===== src/rtl/seq_detect_prog.sv =====
// Runtime-programmable serial bit-pattern detector with registered Mealy match pulse,
// selectable overlapping/non-overlapping mode and a saturating match counter.
module seq_detect_prog #(
  parameter int                 MAX_LEN     = 8,
  parameter int                 CNT_W       = 16,
  parameter logic [MAX_LEN-1:0] RST_PATTERN = MAX_LEN'(4'b1001),
  parameter int                 RST_LEN     = 4,
  parameter bit                 RST_OVL     = 1'b0,
  localparam int                LW          = $clog2(MAX_LEN) + 1
) (
  input  logic               clk,
  input  logic               reset,
  input  logic               en,
  input  logic               din,
  input  logic               cfg_load,
  input  logic [MAX_LEN-1:0] cfg_pattern,
  input  logic [LW-1:0]      cfg_len,
  input  logic               cfg_overlap,
  input  logic               clr_count,
  output logic               dout,
  output logic [CNT_W-1:0]   match_count,
  output logic               count_sat
);

  localparam logic [LW-1:0]    MAX_LEN_L = LW'(MAX_LEN);
  localparam logic [LW-1:0]    RST_LEN_L = (RST_LEN > MAX_LEN) ? MAX_LEN_L : LW'(RST_LEN);
  localparam logic [CNT_W-1:0] CNT_MAX   = {CNT_W{1'b1}};

  // Shadow configuration; length is clamped to MAX_LEN when latched.
  logic [MAX_LEN-1:0] pattern_r;
  logic [LW-1:0]      len_r;
  logic               overlap_r;

  // The oldest history bit is never compared (din supplies the newest), so it is not stored.
  logic [MAX_LEN-2:0] hist_r;
  logic [LW-1:0]      fill_r;
  logic               dout_r;
  logic [CNT_W-1:0]   count_r;
  logic               sat_r;

  logic [MAX_LEN-1:0] nxt_s;
  logic [LW:0]        fill_inc_s;
  logic [LW-1:0]      fill_nxt_s;
  logic [LW-1:0]      cfg_len_clamp_s;
  logic               cmp_s;
  logic               hit_s;
  logic [CNT_W-1:0]   count_nxt_s;

  // Match detection, fill update and config length clamp.
  always_comb begin
    nxt_s      = {hist_r, din};
    fill_inc_s = {1'b0, fill_r} + {{LW{1'b0}}, 1'b1};
    if (fill_inc_s > {1'b0, len_r}) begin
      fill_nxt_s = len_r;
    end else begin
      fill_nxt_s = fill_inc_s[LW-1:0];
    end
    cmp_s = 1'b1;
    for (int i = 0; i < MAX_LEN; i++) begin
      cmp_s = cmp_s & ((nxt_s[i] == pattern_r[i]) | (LW'(i) >= len_r));
    end
    // A cfg_load cycle discards din, so it can never complete a match.
    if (en && !cfg_load && (len_r != {LW{1'b0}}) && (fill_inc_s >= {1'b0, len_r})) begin
      hit_s = cmp_s;
    end else begin
      hit_s = 1'b0;
    end
    if (cfg_len > MAX_LEN_L) begin
      cfg_len_clamp_s = MAX_LEN_L;
    end else begin
      cfg_len_clamp_s = cfg_len;
    end
  end

  // Saturating counter; clear takes priority over a simultaneous hit.
  always_comb begin
    if (clr_count) begin
      count_nxt_s = {CNT_W{1'b0}};
    end else if (hit_s && (count_r != CNT_MAX)) begin
      count_nxt_s = count_r + CNT_W'(1);
    end else begin
      count_nxt_s = count_r;
    end
  end

  // Shadow configuration register.
  always_ff @(posedge clk or posedge reset) begin
    if (reset) begin
      pattern_r <= RST_PATTERN;
      len_r     <= RST_LEN_L;
      overlap_r <= RST_OVL;
    end else if (cfg_load) begin
      pattern_r <= cfg_pattern;
      len_r     <= cfg_len_clamp_s;
      overlap_r <= cfg_overlap;
    end
  end

  // History shift register, fill tracking and registered match pulse.
  always_ff @(posedge clk or posedge reset) begin
    if (reset) begin
      hist_r <= {(MAX_LEN-1){1'b0}};
      fill_r <= {LW{1'b0}};
      dout_r <= 1'b0;
    end else begin
      dout_r <= hit_s;
      if (cfg_load) begin
        hist_r <= {(MAX_LEN-1){1'b0}};
        fill_r <= {LW{1'b0}};
      end else if (en) begin
        if (hit_s && !overlap_r) begin
          hist_r <= {(MAX_LEN-1){1'b0}};
          fill_r <= {LW{1'b0}};
        end else begin
          hist_r <= nxt_s[MAX_LEN-2:0];
          fill_r <= fill_nxt_s;
        end
      end
    end
  end

  // Match counter and its saturation flag.
  always_ff @(posedge clk or posedge reset) begin
    if (reset) begin
      count_r <= {CNT_W{1'b0}};
      sat_r   <= 1'b0;
    end else begin
      count_r <= count_nxt_s;
      sat_r   <= (count_nxt_s == CNT_MAX);
    end
  end

  assign dout        = dout_r;
  assign match_count = count_r;
  assign count_sat   = sat_r;

endmodule


===== config.mk =====
export PLATFORM = sky130hd
export DESIGN_NAME = seq_detect_prog
export DESIGN_NICKNAME = d
export VERILOG_FILES = /design/src/rtl/seq_detect_prog.sv
export SDC_FILE = /design/constraint.sdc
export NUM_CORES = 1
export LEC_CHECK = 0
export CORE_MARGIN = 2
export CORE_UTILIZATION = 25
export CTS_CLUSTER_SIZE = 28
export DETAILED_ROUTE_END_ITERATION = 8
export SLEW_MARGIN = 30
export SYNTH_ARGS = -nofsm -noshare
export SYNTH_HDL_FRONTEND = slang
export SYNTH_SLANG_ARGS = --single-unit

===== constraint.sdc =====
create_clock -name clk -period 5.2 [get_ports clk]
set_clock_uncertainty 0.1 [all_clocks]
set_input_delay 1.04 -clock clk [delete_from_list [all_inputs] [get_ports clk]]
set_output_delay 1.04 -clock clk [all_outputs]
set_load 0.02 [all_outputs]

==> flow_summary.toml, run 1 <==
[clock_network]
clock-root-buffer = "clkbuf_8"
ctsHoldBuffers = 0
clk_latency_ps = 300
clkSlewWorstSetupHoldPaths_ps = 90
cts_resized = 0
clockBufferDepth = 2
clock-sinks = 42
post_cts_buffers = 0
cts_max_level = 2
cts_buffers = 5
cts_tree = "yes"

[logic_synthesis]
synthFlopType = "dfrtp_1"
ys_types = 48
synthCells = 232
ys_async_sr_fraction = 1.00
synth_seq_cells = 42
synth_area_per_cell_sq_um = 9.94
syn-num-nets = 257
synth_edf_count = 0
synth_area_sq_mm = 0.00231
yosys_warnings = 0
yosysSeqAreaShare = 0.457

[detailed_routing]
top_layer = "met4"
met1_length_um = 2640
num_vias = 1885
drc = 0
totalWireLength_um = 5370
met2_length_um = 2500
routed_via_density = 4.95
routedWlPerCell_um = 14.1
drt-initial-drc-count = 95
met3_length_um = 158
antenna_violating_nets_post_route = 0
dr.pass1.iters = 4

[floorplanning]
die-height_um = 100
die_w_um = 100
start_util = 0.253
core_sq_mm = 0.00911
rows = 35
ios = 37
die-area_sq_mm = 0.0100

[timing]
finalSetupViolations = 0
slew_violations = 0
whs_ps = 415
hold_violations = 0
rsz0062_at_grt = "no"
finalCriticalPeriod_ps = 3330
max_freq_ghz = 0.301
maxSlewHeadroom = 0.435
worst_pin_slew_ps = 844
fin_crit_sh = 0.640
setup_ws_ps = 1870
setup_tns_ps = 0

[power]
vdd_drop_max_uv = 109
leakagePower_nw = 1.16
power_switching_uw = 204
power_frac_seq = 0.513
intPower_uw = 501
power_density_mw_per_mm2 = 245
pwr-share-clk = 0.305
comb_power_share = 0.182
p_sw_frac = 0.289

[worst_setup_path]
cp_max_fo = 19
cp.required_ps = 5300
worstSetupEndpointType = "flip-flop"
crit_type = "in2reg"
arrival_ps = 3430
critPathLaunchType = "input port"

[finish]
nNetsFinal = 294
n_antenna_cell = 0
area_growth_pct = 24.7
postLayoutCellArea_sq_mm = 0.00288
drive_above_1_share = 0.130

[placement]
gp_congestion = 0.802
hpwl_um = 3910
dpl_worst_slack_ps = 1580
portBuffers = 36
place_area_sq_mm = 0.00279

[outcome]
status = "completed"

[global_routing]
grt_first_pass_wirelength_um = 9310
grt_start_max_net_pins = 43
grt_pass1_vias = 1941
grt_overflow = 0
grt_usage = 0.115
antenna_found_initial = 0

[worst_hold_path]
hold_class = "reg2reg"

[run]
cap_violations = 0
-- cells by family after synthesis --
family / share of synthesized area
compound gates: 0.136
xor+xnor: 0.0759
fa+ha+maj: 0.0325
buf+inv: 0.0293
flops: 0.457
mux: 0.0597
simple gates: 0.210
-- layer usage --
layer | vias up | track usage
met5 | - | 0
met4 | 0 | 0.0464
met3 | 8 | 0.0188
met2 | 34 | 0.188
met1 | 932 | 0.152
li1 | 911 | -
-- cells in the final DEF, fill, tap and decap left out, types with 2 or more instances in the layout --
cell type        netlist  routed
dfrtp_1               39      39
xor2_1                 4       4
clkdlybuf4s50_1        0      36
mux2_2                10      10
inv_1                  8       8
nor3_1                 4       4
ha_1                   6       6
a22o_1                11      11
xnor2_1               16      16
a21oi_1                8       8
or4_1                  4       4
clkbuf_8               0       5
nand4b_1               2       2
and3_1                 4       4
buf_4                  0       2
nor2_1                20      20
nand3_1               12      12
o21a_1                 2       2
nor4_2                 2       2
a21o_1                 2       2
nor2b_1                5       5
nand4_1                5       5
dfstp_2                3       3
nand2_1               20      20
o22ai_1                5       5
o21ai_0               10      10
-- per-stage QoR --
step                 util  total power [mW]  instances
CTS                 0.316             0.716        381
global placement    0.306             0.493        373
floorplan               -             0.457        232
detailed placement  0.306             0.497        373
finish              0.316             0.704        381
global route        0.316             0.747        381
-- critical path, cell delays in order --
cell and delay (ps):
clkdlybuf4s50_1 390, buf_4 210, nor2b_1 170, o211ai_1 140
nor4_2 210, nand2_2 190, nor2_1 470, and3_1 250
o22ai_1 90, nor4_2 260
-- power by group through the flow --
stage	Sequential, mW	Clock [mW]	Combinational (mW)
global placement	0.366	0	0.126
detailed placement	0.367	0	0.130
global route	0.364	0.237	0.146
finish	0.361	0.215	0.128
floorplan	0.363	0	0.0942
CTS	0.361	0.224	0.130
-- final timing paths --
| kind | from | end | slack [ps] | cells after the start |
|---|---|---|---|---|
| hold reg to reg | overlap_r | overlap_r | 410 | 1 |
| max in group asynchronous | reset | pattern_r[0] | 3540 | 3 |
| setup reg to reg | fill_r[0] | count_sat | 2000 | 11 |
| setup / recovery | cfg_load | count_sat | 1870 | 10 |
| min in group asynchronous | reset | fill_r[3] | 1090 | 3 |
| hold / removal | overlap_r | overlap_r | 410 | 1 |
-- final cells by class --
| cell class | count | area [sq um] |
|---|---|---|
| clock buffer | 5 | 68.8 |
| sequential | 42 | 1050 |
| tap | 111 | 139 |
| inverter | 9 | 33.8 |
| clock inverter | 3 | 21.3 |
| fill | 939 | 6230 |
| timing repair buffer | 38 | 375 |
| multi-input combinational | 173 | 1180 |
-- state kept, by name, summed over array words and instances, names as in the netlist --
register	flops
dout	1
match_count	16
count_sat	1
fill_r	4
len_r	4
hist_r	7
pattern_r	8
overlap_r	1
-- cell usage after synthesis (all sizes together) (2+ instances only) --
cell    number  share of area
dfrtp       39           0.42
mux2        11          0.055
xor2         4          0.015
a21oi        9          0.021
o21ai       11          0.024
dfstp        3          0.034
nor3         5          0.013
nor2        21          0.035
nand2       21          0.035
a21o         2         0.0065
ha           6          0.033
nand3       12          0.026
clkbuf       4         0.0065
nand4b       2         0.0076
inv          9          0.015
and3         4          0.011
or4          5          0.018
a22o        11          0.042
nand4        6          0.019
buf          4         0.0081
nor2b        5          0.014
xnor2       16          0.061
o21a         2         0.0065
o22ai        5          0.014
nor4         2          0.011
No activity file was read; power rests on OpenSTA's default activity.
==> run 2: changes to the inputs <==
==> constraint.sdc (replaced) <==
create_clock -name clk -period 2.91 [get_ports clk]
set_clock_uncertainty 0.1 [all_clocks]
set_input_delay 0.582 -clock clk [delete_from_list [all_inputs] [get_ports clk]]
set_output_delay 0.582 -clock clk [all_outputs]
set_load 0.02 [all_outputs]
==> flow_summary.toml, run 2 (synthesis gave the netlist of run 1 again) <==
[finish]
drive_above_1_share = 0.227
area_growth_pct = 35.0
largest_register_ffs = 16
postLayoutCellArea_sq_mm = 0.00311
regArea_sq_mm = 0.00105
fin_cells = 402
mostFrequentLayoutCells = "dfrtp_1, clkdlybuf4s50_1, buf_4"
nNetsFinal = 315
fillers = 910
layout_commonest_cell = "dfrtp_1"
n_antenna_cell = 0
multi_input_area_sq_mm = 0.00123

[placement]
dpl_worst_slack_ps = -74.0
hpwl_um = 4080
placedCellCount = 387
gp_congestion = 0.967
place_area_sq_mm = 0.00290
portBuffers = 36

[timing]
maxSlewHeadroom = 0.432
rsz0062_at_grt = "yes"
max_freq_ghz = 0.344
finalSetupViolations = 0
hold_violations = 0
fin_crit_sh = 0.999
finalCriticalPeriod_ps = 2910
worst_pin_slew_ps = 849
setup_ws_ps = 4.33
slew_violations = 0

[detailed_routing]
routed_via_density = 4.88
num_vias = 1961
drc = 0
antenna_violating_nets_post_route = 0
dr.pass1.iters = 4
drt-initial-drc-count = 149
routedWlPerCell_um = 14.0
totalWireLength_um = 5630

[floorplanning]
rows = 35
start_util = 0.253
die_w_um = 100
ios = 37
core_sq_mm = 0.00911
die-area_sq_mm = 0.0100
die-height_um = 100

[clock_network]
clockBufferDepth = 2
ctsHoldBuffers = 0
cts_max_level = 2
cts_buffers = 5
clk_latency_ps = 300
clock-sinks = 42
clock-root-buffer = "clkbuf_8"
clkSlewWorstSetupHoldPaths_ps = 90
cts_tree = "yes"

[worst_hold_path]
hold_class = "reg2reg"
min_from = "overlap_r"

[worst_setup_path]
path_cells = "ha_2, xor2_1, ha_1, nand3_2, a21o_1, a311oi_2, nand2_2, or4_4, a21oi_4, nand4_2, nor4_2"
slowest_stage = "or4_4"
crit_type = "reg2reg"
max_stage_delay_ps = 520
r2r-start = "fill_r[1]"
critPathLaunchType = "flip-flop"
worstSetupEndpointType = "flip-flop"
arrival_ps = 3010
cp.required_ps = 3020
cp_max_fo = 6
startpoint = "fill_r[1]"

[global_routing]
grt_usage = 0.119
grt_start_max_net_pins = 43
grt_first_pass_wirelength_um = 9590
grt_overflow = 0
grt_pass1_vias = 1961
antenna_found_initial = 0

[power]
leakagePower_nw = 1.28
total_power_mw = 1.39
vdd_drop_max_uv = 231
power_density_mw_per_mm2 = 445

[outcome]
status = "completed"

[run]
cap_violations = 0
[run 2: area by class of cell]
cell class,count,share of cell area
Clock buffer,5,0.0221
Clock inverter,3,0.0141
Inverter,9,0.0125
Multi-Input combinational cell,173,0.396
Sequential cell,42,0.339
Tap cell,111,0.0446
Timing Repair Buffer,59,0.172
[run 2: worst paths after layout]
check	to	slack, ps	cells past startpoint
worst max-delay path	count_sat	4	11
worst min-delay path	overlap_r	430	1
worst max register to register	count_sat	4	11
worst min register to register	overlap_r	430	1
max in group asynchronous	pattern_r[3]	1710	3
min in group asynchronous	fill_r[1]	620	3
[run 2: stage by stage]
step / TNS, ps / hold slack (ps) / utilization
floorplan: 0 / 381 / -
global placement: -23.5 / 407 / 0.318
detailed placement: -74.0 / 403 / 0.318
CTS: 0 / 425 / 0.338
global route: -316 / 455 / 0.342
finish: 0 / 431 / 0.342
[run 2: power by group]
group	internal [mW]	total (mW)	switching (mW)
clock	0.257	0.476	0.219
combinational	0.135	0.268	0.133
sequential	0.615	0.640	0.0260
[run 2: timing repair]
| item | in CTS | in global routing |
|---|---|---|
| endpoints found under the setup margin | 1 | 6 |
| pin swaps | 10 | 1 |
| setup buffers | 5 | 2 |
| resized for setup | 9 | 6 |
[run 2: routing by layer]
| layer | up-vias | wire (um) | global-route usage |
|---|---|---|---|
| li1 | 951 | - | - |
| met1 | 955 | 2620 | 0.160 |
| met2 | 45 | 2660 | 0.193 |
| met3 | 10 | 247 | 0.0244 |
| met4 | 0 | 102 | 0.0358 |
| met5 | - | 0 | 0 |
[run 2: worst max-delay path, delay by kind of cell (launching register included)]
| kind | cells | cell delay (ps) |
|---|---|---|
| and+or+nand+nor | 5 | 1060 |
| AOI/OAI and AO/OA | 3 | 550 |
| adders and majority gates | 2 | 540 |
| DFF | 1 | 420 |
| xor gates and xnor gates | 1 | 150 |
==> run 3: changes to the inputs <==
--- a/config.mk
+++ b/config.mk
@@ -9,6 +9,7 @@
 export CORE_UTILIZATION = 25
 export CTS_CLUSTER_SIZE = 28
 export DETAILED_ROUTE_END_ITERATION = 8
+export SKIP_LAST_GASP = 1
 export SLEW_MARGIN = 30
 export SYNTH_ARGS = -nofsm -noshare
 export SYNTH_HDL_FRONTEND = slang
==> flow_summary.toml, run 3 (synthesis gave the netlist of run 1 again) <==
[power]
comb_power_share = 0.193
leakagePower_nw = 1.28
p_sw_frac = 0.274
vdd_drop_max_uv = 231
intPower_mw = 1.01
power_frac_seq = 0.462
power_switching_uw = 380
power_density_mw_per_mm2 = 445
pwr-share-clk = 0.345

[placement]
hpwl_um = 4080
placedCellCount = 387
portBuffers = 36
dpl_worst_slack_ps = -74.0
gp_congestion = 0.967
place_area_sq_mm = 0.00290

[floorplanning]
die_w_um = 100
rows = 35
core_sq_mm = 0.00911
start_util = 0.253
die-height_um = 100
die-area_sq_mm = 0.0100
ios = 37

[timing]
maxSlewHeadroom = 0.432
rsz0062_at_grt = "yes"
whs_ps = 433
hold_violations = 0
slew_violations = 0
fin_crit_sh = 0.998
setup_ws_ps = 4.69
finalSetupViolations = 0
worst_pin_slew_ps = 849
max_freq_ghz = 0.344
finalCriticalPeriod_ps = 2910

[finish]
mostFrequentLayoutCells = "dfrtp_1, clkdlybuf4s50_1, buf_4"
postLayoutCellArea_sq_mm = 0.00311
layout_commonest_cell = "dfrtp_1"
nNetsFinal = 315
area_growth_pct = 34.9
fillers = 911
regArea_sq_mm = 0.00105
largest_register_ffs = 16
n_antenna_cell = 0
multi_input_area_sq_mm = 0.00123
fin_cells = 402
drive_above_1_share = 0.223

[detailed_routing]
routed_via_density = 4.87
drt-initial-drc-count = 165
totalWireLength_um = 5640
num_vias = 1957
dr.pass1.iters = 4
antenna_violating_nets_post_route = 0
drc = 0
routedWlPerCell_um = 14.0

[clock_network]
cts_max_level = 2
clk_latency_ps = 300
clock-root-buffer = "clkbuf_8"
cts_buffers = 5
ctsHoldBuffers = 0
clockBufferDepth = 2
cts_tree = "yes"
clock-sinks = 42
clkSlewWorstSetupHoldPaths_ps = 90

[worst_setup_path]
reg2reg_depth = 11
max_stage_delay_ps = 520
slowest_stage = "or4_4"
path_cells = "ha_2, xor2_1, ha_1, nand3_2, a21o_1, a311oi_2, nand2_2, or4_4, a21oi_4, nand4_2, nor4_2"
cp_top_family = "simple AND/OR/NAND/NOR gates"
path_depth = 11
cp.required_ps = 3020
cp_max_fo = 6
worstSetupEndpointType = "flip-flop"
critical_path_buf_inv_count = 0
critPathLaunchType = "flip-flop"
arrival_ps = 3010
crit_type = "reg2reg"

[global_routing]
grt_pass1_vias = 1961
grt_start_max_net_pins = 43
grt_overflow = 0
grt_first_pass_wirelength_um = 9590
antenna_found_initial = 0
grt_usage = 0.119

[worst_hold_path]
hold_depth = 1
hold_class = "reg2reg"

[outcome]
status = "completed"

[run]
cap_violations = 0
-- run 3: cell types whose count changed in the layout (fill, tap and decap cells not counted) --
| cell | previous run | this run |
|---|---|---|
| o21a_1 | 1 | 2 |
| o21a_2 | 1 | 0 |
-- run 3: path summary, 6_finish.rpt --
kind,from,endpoint,slack [ps]
setup / recovery,fill_r[1],count_sat,5
hold / removal,overlap_r,overlap_r,430
setup reg to reg,fill_r[1],count_sat,5
hold reg to reg,overlap_r,overlap_r,430
max in group asynchronous,reset,pattern_r[3],1710
min in group asynchronous,reset,fill_r[1],620
-- run 3: worst register-to-register path: cells and delay by family (launching register included) --
family,cells,cell delay [ps]
fa+ha+maj,2,540
flops,1,420
compound gates,3,550
simple gates,5,1070
xor+xnor,1,150
-- run 3: cell type report --
class / instances / share of cell area
clock buffers: 5 / 0.0221
clock inverters: 3 / 0.0141
inverters: 9 / 0.0125
multi-input cells: 173 / 0.395
flip-flops and latches: 42 / 0.339
well taps: 111 / 0.0446
repair buffers: 59 / 0.172
-- run 3: power by group through the flow --
| stage | clock (mW) | combinational (mW) | sequential (mW) |
|---|---|---|---|
| floorplan | 0 | 0.169 | 0.648 |
| global placement | 0 | 0.243 | 0.650 |
| detailed placement | 0 | 0.248 | 0.652 |
| CTS | 0.495 | 0.264 | 0.641 |
| global route | 0.520 | 0.301 | 0.645 |
| finish | 0.478 | 0.268 | 0.641 |
-- run 3: routing by layer --
metal  vias up  global-route usage  routed length [um]
li1        950                   -                   -
met1       959               0.160                2630
met2        38               0.193                2670
met3        10              0.0244                 233
met4         0              0.0358                 102
met5         -                   0                   0
-- run 3: timing repair --
item,CTS,global route
resized for setup,9,5
endpoints found under the setup margin,1,6
pin swaps,10,1
setup buffers,5,2
cloned,0,0
-- run 3: per-stage QoR --
stage / power [mW] / utilization / TNS (ps)
floorplan: 0.817 / - / 0
global placement: 0.893 / 0.318 / -23.5
detailed placement: 0.900 / 0.318 / -74.0
CTS: 1.40 / 0.338 / 0
global route: 1.47 / 0.342 / -425
finish: 1.39 / 0.342 / 0
